<file path="src/rtl/bcd_pkg.sv">
// bcd_pkg: shared BCD constants and controller state encoding
package bcd_pkg;
  localparam int BCD_DIGIT_W = 4;
  localparam int BCD_MAX = 9;
  localparam int BCD_CORR = 6;
  typedef enum logic [1:0] {IDLE, RUN, DONE} state_t;
endpackage

</file>
<file path="src/rtl/bcd_digit_add.sv">
// bcd_digit_add: combinational single-digit decimal adder stage
module bcd_digit_add
  import bcd_pkg::*;
(
  input  logic [3:0] x,
  input  logic [3:0] y,
  input  logic       c,
  output logic [3:0] d,
  output logic       co
);
  logic [4:0] z;
  // binary sum, then +6 correction whenever it exceeds a decimal digit
  always_comb begin
    z = {1'b0, x} + {1'b0, y} + {4'b0, c};
    co = z > 5'(BCD_MAX);
    d = co ? 4'(z + 5'(BCD_CORR)) : z[3:0];
  end
endmodule

</file>
<file path="src/rtl/bcd_serial_add_ctrl.sv">
// bcd_serial_add_ctrl: digit-serial packed-BCD adder sequencer; define BCD_CHECK_EN for invalid-digit flag
module bcd_serial_add_ctrl
  import bcd_pkg::*;
#(
  parameter int DIGITS = 4
) (
  input  logic                          clk,
  input  logic                          rst_n,
  input  logic                          start,
  input  logic [BCD_DIGIT_W*DIGITS-1:0] a,
  input  logic [BCD_DIGIT_W*DIGITS-1:0] b,
  input  logic                          cin,
  output logic                          busy,
  output logic                          done,
  output logic [BCD_DIGIT_W*DIGITS-1:0] sum,
  output logic                          cout,
  output logic                          err
);
  localparam int W = BCD_DIGIT_W * DIGITS;
  localparam int IW = DIGITS > 1 ? $clog2(DIGITS) : 1;
  state_t state, state_nx;
  logic [IW-1:0] idx;
  logic [W-1:0] a_q, b_q;
  logic carry, accept, last, co;
  logic [3:0] x, y, d;
  assign x = a_q[idx*BCD_DIGIT_W +: BCD_DIGIT_W];
  assign y = b_q[idx*BCD_DIGIT_W +: BCD_DIGIT_W];
  assign last = idx == IW'(DIGITS - 1);
  assign accept = start && state != RUN;
  assign busy = state == RUN;
  assign done = state == DONE;
  bcd_digit_add u_stage (.x(x), .y(y), .c(carry), .d(d), .co(co));
  // state register
  always_ff @(posedge clk or negedge rst_n)
    if (!rst_n) state <= IDLE;
    else state <= state_nx;
  // next state: start is only honoured outside RUN, so DONE may chain straight into RUN
  always_comb begin
    state_nx = state;
    if (state == RUN) state_nx = last ? DONE : RUN;
    else state_nx = accept ? RUN : IDLE;
  end
  // operand latch at accept, then one digit per cycle through the shared stage
  always_ff @(posedge clk or negedge rst_n)
    if (!rst_n) begin
      a_q <= '0;
      b_q <= '0;
      carry <= 1'b0;
      idx <= '0;
      sum <= '0;
      cout <= 1'b0;
    end else if (accept) begin
      a_q <= a;
      b_q <= b;
      carry <= cin;
      idx <= '0;
      sum <= '0;
      cout <= 1'b0;
    end else if (state == RUN) begin
      sum[idx*BCD_DIGIT_W +: BCD_DIGIT_W] <= d;
      carry <= co;
      idx <= idx + 1'b1;
      if (last) cout <= co;
    end
`ifdef BCD_CHECK_EN
  // sticky invalid-digit flag over the current operation, cleared at accept
  always_ff @(posedge clk or negedge rst_n)
    if (!rst_n) err <= 1'b0;
    else if (accept) err <= 1'b0;
    else if (state == RUN && (x > 4'(BCD_MAX) || y > 4'(BCD_MAX))) err <= 1'b1;
`else
  assign err = 1'b0;
`endif
endmodule
</file>
<file path="config.mk">
export PLATFORM = sky130hd
export DESIGN_NAME = bcd_serial_add_ctrl
export DESIGN_NICKNAME = d
export VERILOG_FILES = /design/src/rtl/bcd_pkg.sv /design/src/rtl/bcd_digit_add.sv /design/src/rtl/bcd_serial_add_ctrl.sv
export SDC_FILE = /design/constraint.sdc
export NUM_CORES = 1
export LEC_CHECK = 0
export BUFFER_PORTS_ARGS = -buffer_cell sky130_fd_sc_hd__buf_2
export CAP_MARGIN = 10
export CORE_MARGIN = 4
export CORE_UTILIZATION = 55
export CTS_CLUSTER_DIAMETER = 30
export CTS_CLUSTER_SIZE = 25
export DETAILED_ROUTE_END_ITERATION = 6
export PLACE_DENSITY = 0.77
export SYNTH_ARGS = -nofsm -noshare
export SYNTH_HDL_FRONTEND = slang
export SYNTH_SLANG_ARGS = --single-unit
</file>
<file path="constraint.sdc">
create_clock -name clk -period 11.1 [get_ports clk]
set_clock_uncertainty 0.15 [all_clocks]
set_input_delay 1.665 -clock clk [delete_from_list [all_inputs] [get_ports clk]]
set_output_delay 1.665 -clock clk [all_outputs]
set_load 0.1 [all_outputs]
</file>
==> Word level (Yosys, flattened, before mapping) <==
Index checks and enable logic that the tools add are counted.
{ "word_totals": {"reg_bits": 54, "input_bits": 36, "out_inout_bits": 20, "word_cells": 39} }
{ "classes": {"addsub": 5, "magnitude_cmp": 1, "eq_ne": 4, "shift": 4, "n_mux": 14, "reduce_logical": 4} }
{ "ops": {"columns": ["cell", "n"], "rows": [
  ["negator 4 -> 34 bit", 1],
  ["variable shift 4 x 34 -> 16 bit (first input constant)", 1],
  ["variable part select 4 x 34 -> 16 bit", 1],
  ["two-way mux 16 bit", 2],
  ["variable part select 16 x 5 -> 4 bit", 2],
  ["bitwise mux 16 bit", 1],
  ["two-way mux 2 bit", 4],
  ["two-way mux 1 bit", 6],
  ["adder 4 x 4 -> 5 bit", 1],
  ["adder 5 x 1 -> 5 bit", 1],
  ["> comparator 5 x 4 -> 1 bit (second input constant)", 1],
  ["adder 4 x 3 -> 4 bit (second input constant)", 1],
  ["equality test 2 bit (second input constant)", 2],
  ["two-way mux 4 bit", 1],
  ["nonzero test 2 bit", 2],
  ["adder 2 x 1 -> 2 bit (second input constant)", 1],
  ["equality test 2 x 1 -> 1 bit (second input constant)", 1],
  ["inequality test 2 x 1 -> 1 bit (second input constant)", 1],
  ["AND reduction 2 bit", 1],
  ["logical AND 1 bit", 1]
]} }

==> Depth between registers and ports, before layout <==
{ "logic_depth": {"word_depth": 9, "ltp_mapped": 11} }

==> By module <==
Synthesis repeated with hierarchy kept, for this count alone.
{ "unflattened": {"cells_unflattened": 176, "area_unflattened_um2": 2627.5} }
{ "by_module_without_submodules": {"columns": ["module", "n_inst", "cells_per_inst", "area_per_inst_um2", "seq_area_each_um2"], "rows": [
  ["bcd_serial_add_ctrl", 1, 154, 2416.1, 1351.3],
  ["bcd_digit_add", 1, 22, 211.5, 0.0]
]} }

==> Least setup slack after synthesis <==
No wires, ideal clock.
{ "synth_path": {"path_type": "reg2reg", "from": "reg idx[0]", "to": "reg sum[1]", "arrival_ns": 3.457, "required_ns": 10.818, "path_slack_ns": 7.361, "stages_incl_launch_ff": 12, "n_path_buf": 1, "period_less_slack_ns": 3.739, "path_cell_list": "dfrtp_1 -> buf_2 -> mux4_2 -> fa_1 -> fa_1 -> xnor2_1 -> ha_1 -> nand2b_1 -> and4_1 -> a2bb2oi_1 -> o31ai_2 -> o21ai_1"} }
{ "synth_via": {"elab_chain_cells": 9} }
{ "synth_lines": {"columns": ["item", "line_no", "rtl"], "rows": [
  ["start, declared", "bcd_serial_add_ctrl.sv:22", "logic [IW-1:0] idx;"],
  ["start signal, assigned", "bcd_serial_add_ctrl.sv:62", "idx <= idx + 1'b1;"],
  ["variable part select 16 x 5 -> 4 bit (on tied branches)", "bcd_serial_add_ctrl.sv:26, bcd_serial_add_ctrl.sv:27", null],
  ["adder 4 x 4 -> 5 bit", "bcd_digit_add.sv:14", "z = {1'b0, x} + {1'b0, y} + {4'b0, c};"],
  ["adder 5 x 1 -> 5 bit", "bcd_digit_add.sv:14", null],
  ["adder 4 x 3 -> 4 bit or > comparator 5 x 4 -> 1 bit (tied branches)", "bcd_digit_add.sv:16, bcd_digit_add.sv:15", null],
  ["two-way mux 4 bit", "bcd_digit_add.sv:16", "d = co ? 4'(z + 5'(BCD_CORR)) : z[3:0];"],
  ["variable part select 4 x 34 -> 16 bit", "bcd_serial_add_ctrl.sv:60", "sum[idx*BCD_DIGIT_W +: BCD_DIGIT_W] <= d;"],
  ["bitwise mux 16 bit (*)", "bcd_serial_add_ctrl.sv:60", null],
  ["two-way mux 16 bit (*)", "bcd_serial_add_ctrl.sv:59", "end else if (state == RUN) begin"],
  ["two-way mux 16 bit (*)", "bcd_serial_add_ctrl.sv:52", "end else if (accept) begin"],
  ["end signal, assigned", "bcd_serial_add_ctrl.sv:50", "sum <= '0;"],
  ["end signal, assigned", "bcd_serial_add_ctrl.sv:57", "sum <= '0;"],
  ["end signal, assigned by index", "bcd_serial_add_ctrl.sv:60", null],
  ["end, declared", "bcd_serial_add_ctrl.sv:15", "output logic [BCD_DIGIT_W*DIGITS-1:0] sum,"]
]} }
Mark *: on every way between the ends. The rest lies on a longest branch, timed or not. The select of a mux whose other input is x is not followed.
A chain may end at the register's enable or synchronous reset.

==> Worst setup path in the final report <==
{ "layout_path": {"from": "reg idx[0]", "to": "reg sum[5]"} }
The elaborated chain is that of the path after synthesis.

==> flow_metrics.tcl <==
set metrics [dict create \
    grt_remaining_overflow 0 \
    cts_resized 0 \
    drc 0 \
    yosys.area.top_type "dfrtp_1" \
    firstDrtPassIters 4 \
    critPathLaunch "idx[0]" \
    grt_use_total_pct 18.94 \
    synth-async-reset-ratio_pct 100.0 \
    dr_total_vias 1811 \
    setup_ws_ns 6.991 \
    clock_sinks 54 \
    num-fill-cells 350 \
    post-place-ws_ns 6.955 \
    period_needed_ns 4.109 \
    reg2reg_slack_ns 6.99 \
    r2r-end "sum[5]" \
    top_usage_layer "met2" \
    wl_per_cell_um 16.34 \
    crit_arrival_ns 4.15 \
    crit_end "sum[5]" \
    drtIter0Drc 66 \
    clockBufferDepth 2 \
    dp.cells 306 \
    nNetsFinal 307 \
    path_class "register to register" \
    yosysTopAreaCellShare_pct 51.28 \
    synth_top_family_by_area "multiplexers" \
    area_growth_pct 15.81 \
    gr-usage-met1_pct 24.01 \
    tightest_slew_ns 0.6991 \
    maxCapViolations 0 \
    rows 24 \
    cts_max_level 2 \
    syn-cell-area_um2 2635 \
    cts.clk_slew.worst_paths_ns 0.09 \
    yosys.area_share.adder_pct 5.318 \
    rr_worst_depth 10 \
    max_freq_mhz 243.3 \
    synth.avg_cell_area_um2 12.73 \
    synthXorXnorAreaFrac_pct 0.6648 \
    synth_cells 207 \
    finalCritPeriodShare_pct 37.02 \
    hp-class "register to register" \
    die_width_um 77.22 \
    insertion_delay_ns 0.31 \
    cts_root_buffer "clkbuf_8" \
    cts_tree "built" \
    synth_flop_cell "dfrtp_1" \
    grt_start_max_net_pins 55 \
    coreArea_um2 4504 \
    ant_nets 0 \
    drive_above_1_share_pct 40.84 \
    fin_setup_tns_ns 0 \
    ys_types 42 \
    cts_hold_buf 0 \
    endpoint_kind "register" \
    ys_seq_elements 54 \
    report.final.slew_viol_count 0 \
    io_pins 56 \
    use_met2_pct 31.95 \
    final_util_pct 67.75 \
    die-height_um 77.22 \
    synth_compound_area_share_pct 10.54 \
    yosysSeqAreaShare_pct 51.28 \
    wirelength_um 5131 \
    finalNonFillerCells 314 \
    final_cell_mix "54 x dfrtp_1, 54 x buf_2, 25 x mux2_2, 21 x nand2_1, 9 x o21ai_1" \
    status "completed" \
    synthMuxAreaShare_pct 21.04 \
    path_max_fanout 15 \
    portBuffers 54 \
    antenna_cells 0 \
    place.gp.congestion 0.8220 \
    die_area_um2 5962 \
    grt_pass1_wl_um 9039 \
    place_hpwl_um 3842 \
    setup_viol_count_final 0 \
    hold_viol_final 0 \
    antenna_found_initial 0 \
    synth-edff-count 0 \
    start_kind "register" \
    regToRegStartpoint "idx[0]" \
    via_per_inst 5.768 \
    synth.area.top_cells "dfrtp_1 51%, mux2_2 11%, mux4_2 6.8%, ha_1 3.8%, mux2_1 3.0%" \
    initial_core_util_pct 58.50 \
    numCtsBuffers 5 \
    rsz0062_at_grt "no" \
    use_met3_pct 4.333 \
    relSlewSlack_pct 53.40 \
    grt_pass1_vias 1907 \
    ys_warn_count 0 \
    cts_setup_buffers 0 \
    syn_nets 253 \
    yosys.area_share.simple_pct 8.500 \
    critPathRequiredTime_ns 11.14 \
]
[worst max-delay path, cell delays in order, from the launching register on]
cell,delay [ns]
dfrtp_1,0.80
mux4_2,0.60
fa_1,0.46
fa_1,0.44
xnor2_1,0.34
ha_1,0.29
nand2b_1,0.09
and4_1,0.21
a2bb2oi_1,0.14
o31ai_2,0.33
o21ai_1,0.11
[cell families after synthesis]
logic type / Yosys count
AOI/OAI and AO/OA: 39
xor gates and xnor gates: 2
adders and majority gates: 10
buffers and inverters: 15
DFF: 54
muxes: 41
other: 1
and+or+nand+nor: 45
[layout make-up]
type                            count  area (um2)  share of cell area (%)
Clock buffer                        6       72.57                   2.378
Clock inverter                      2       37.54                   1.230
Inverter                            6       22.52                  0.7380
Multi-Input combinational cell    138        1217                   39.89
Sequential cell                    54        1351                   44.28
Tap cell                           52       65.06                   2.132
Timing Repair Buffer               56       285.3                   9.348
[flip-flops by register name, summed over array words and instances, names as in the netlist]
signal	cells
a_q	16
b_q	16
sum	16
idx	2
state	2
carry	1
cout	1
[through the flow]
stage / hold slack, ns / instance area (um2)
global placement: 0.3113 / 2942
finish: 0.3264 / 3052
detailed placement: 0.3155 / 2942
floorplan: 0.3026 / 2635
CTS: 0.3369 / 3052
global route: 0.3628 / 3052
[worst min path at each step]
stage          startpoint  endpoint  slack (ns)  depth (start not counted)
3_5_place_dp       sum[4]    sum[4]        0.32                          2
3_3_place_gp       sum[4]    sum[4]        0.31                          2
2_1_floorplan     b_q[12]   b_q[12]        0.30                          1
4_1_cts            sum[4]    sum[4]        0.34                          2
5_1_grt           sum[11]   sum[11]        0.36                          2
6_report           sum[4]    sum[4]        0.33                          2
[synthesized netlist by cell type (all sizes together) (2+ instances only)]
cell type	n
a211oi	2
a21o	4
a21oi	6
and2	2
buf	6
clkbuf	3
dfrtp	54
fa	2
ha	8
inv	6
mux2	32
mux4	8
nand2	21
nand2b	3
nand3	4
nor2	5
nor2b	2
o21ai	18
o31ai	3
or3	2
xnor2	2
[metal layers]
| metal | share of wire, % | up-vias |
|---|---|---|
| met5 | 0 | - |
| met2 | 50 | 59 |
| met1 | 43 | 894 |
| met4 | 1.7 | 0 |
| li1 | - | 849 |
| met3 | 5.6 | 9 |
Power is left out: the tool's default activity adds up to more than one toggle a clock period on the data nets, which glitch-free logic cannot reach.
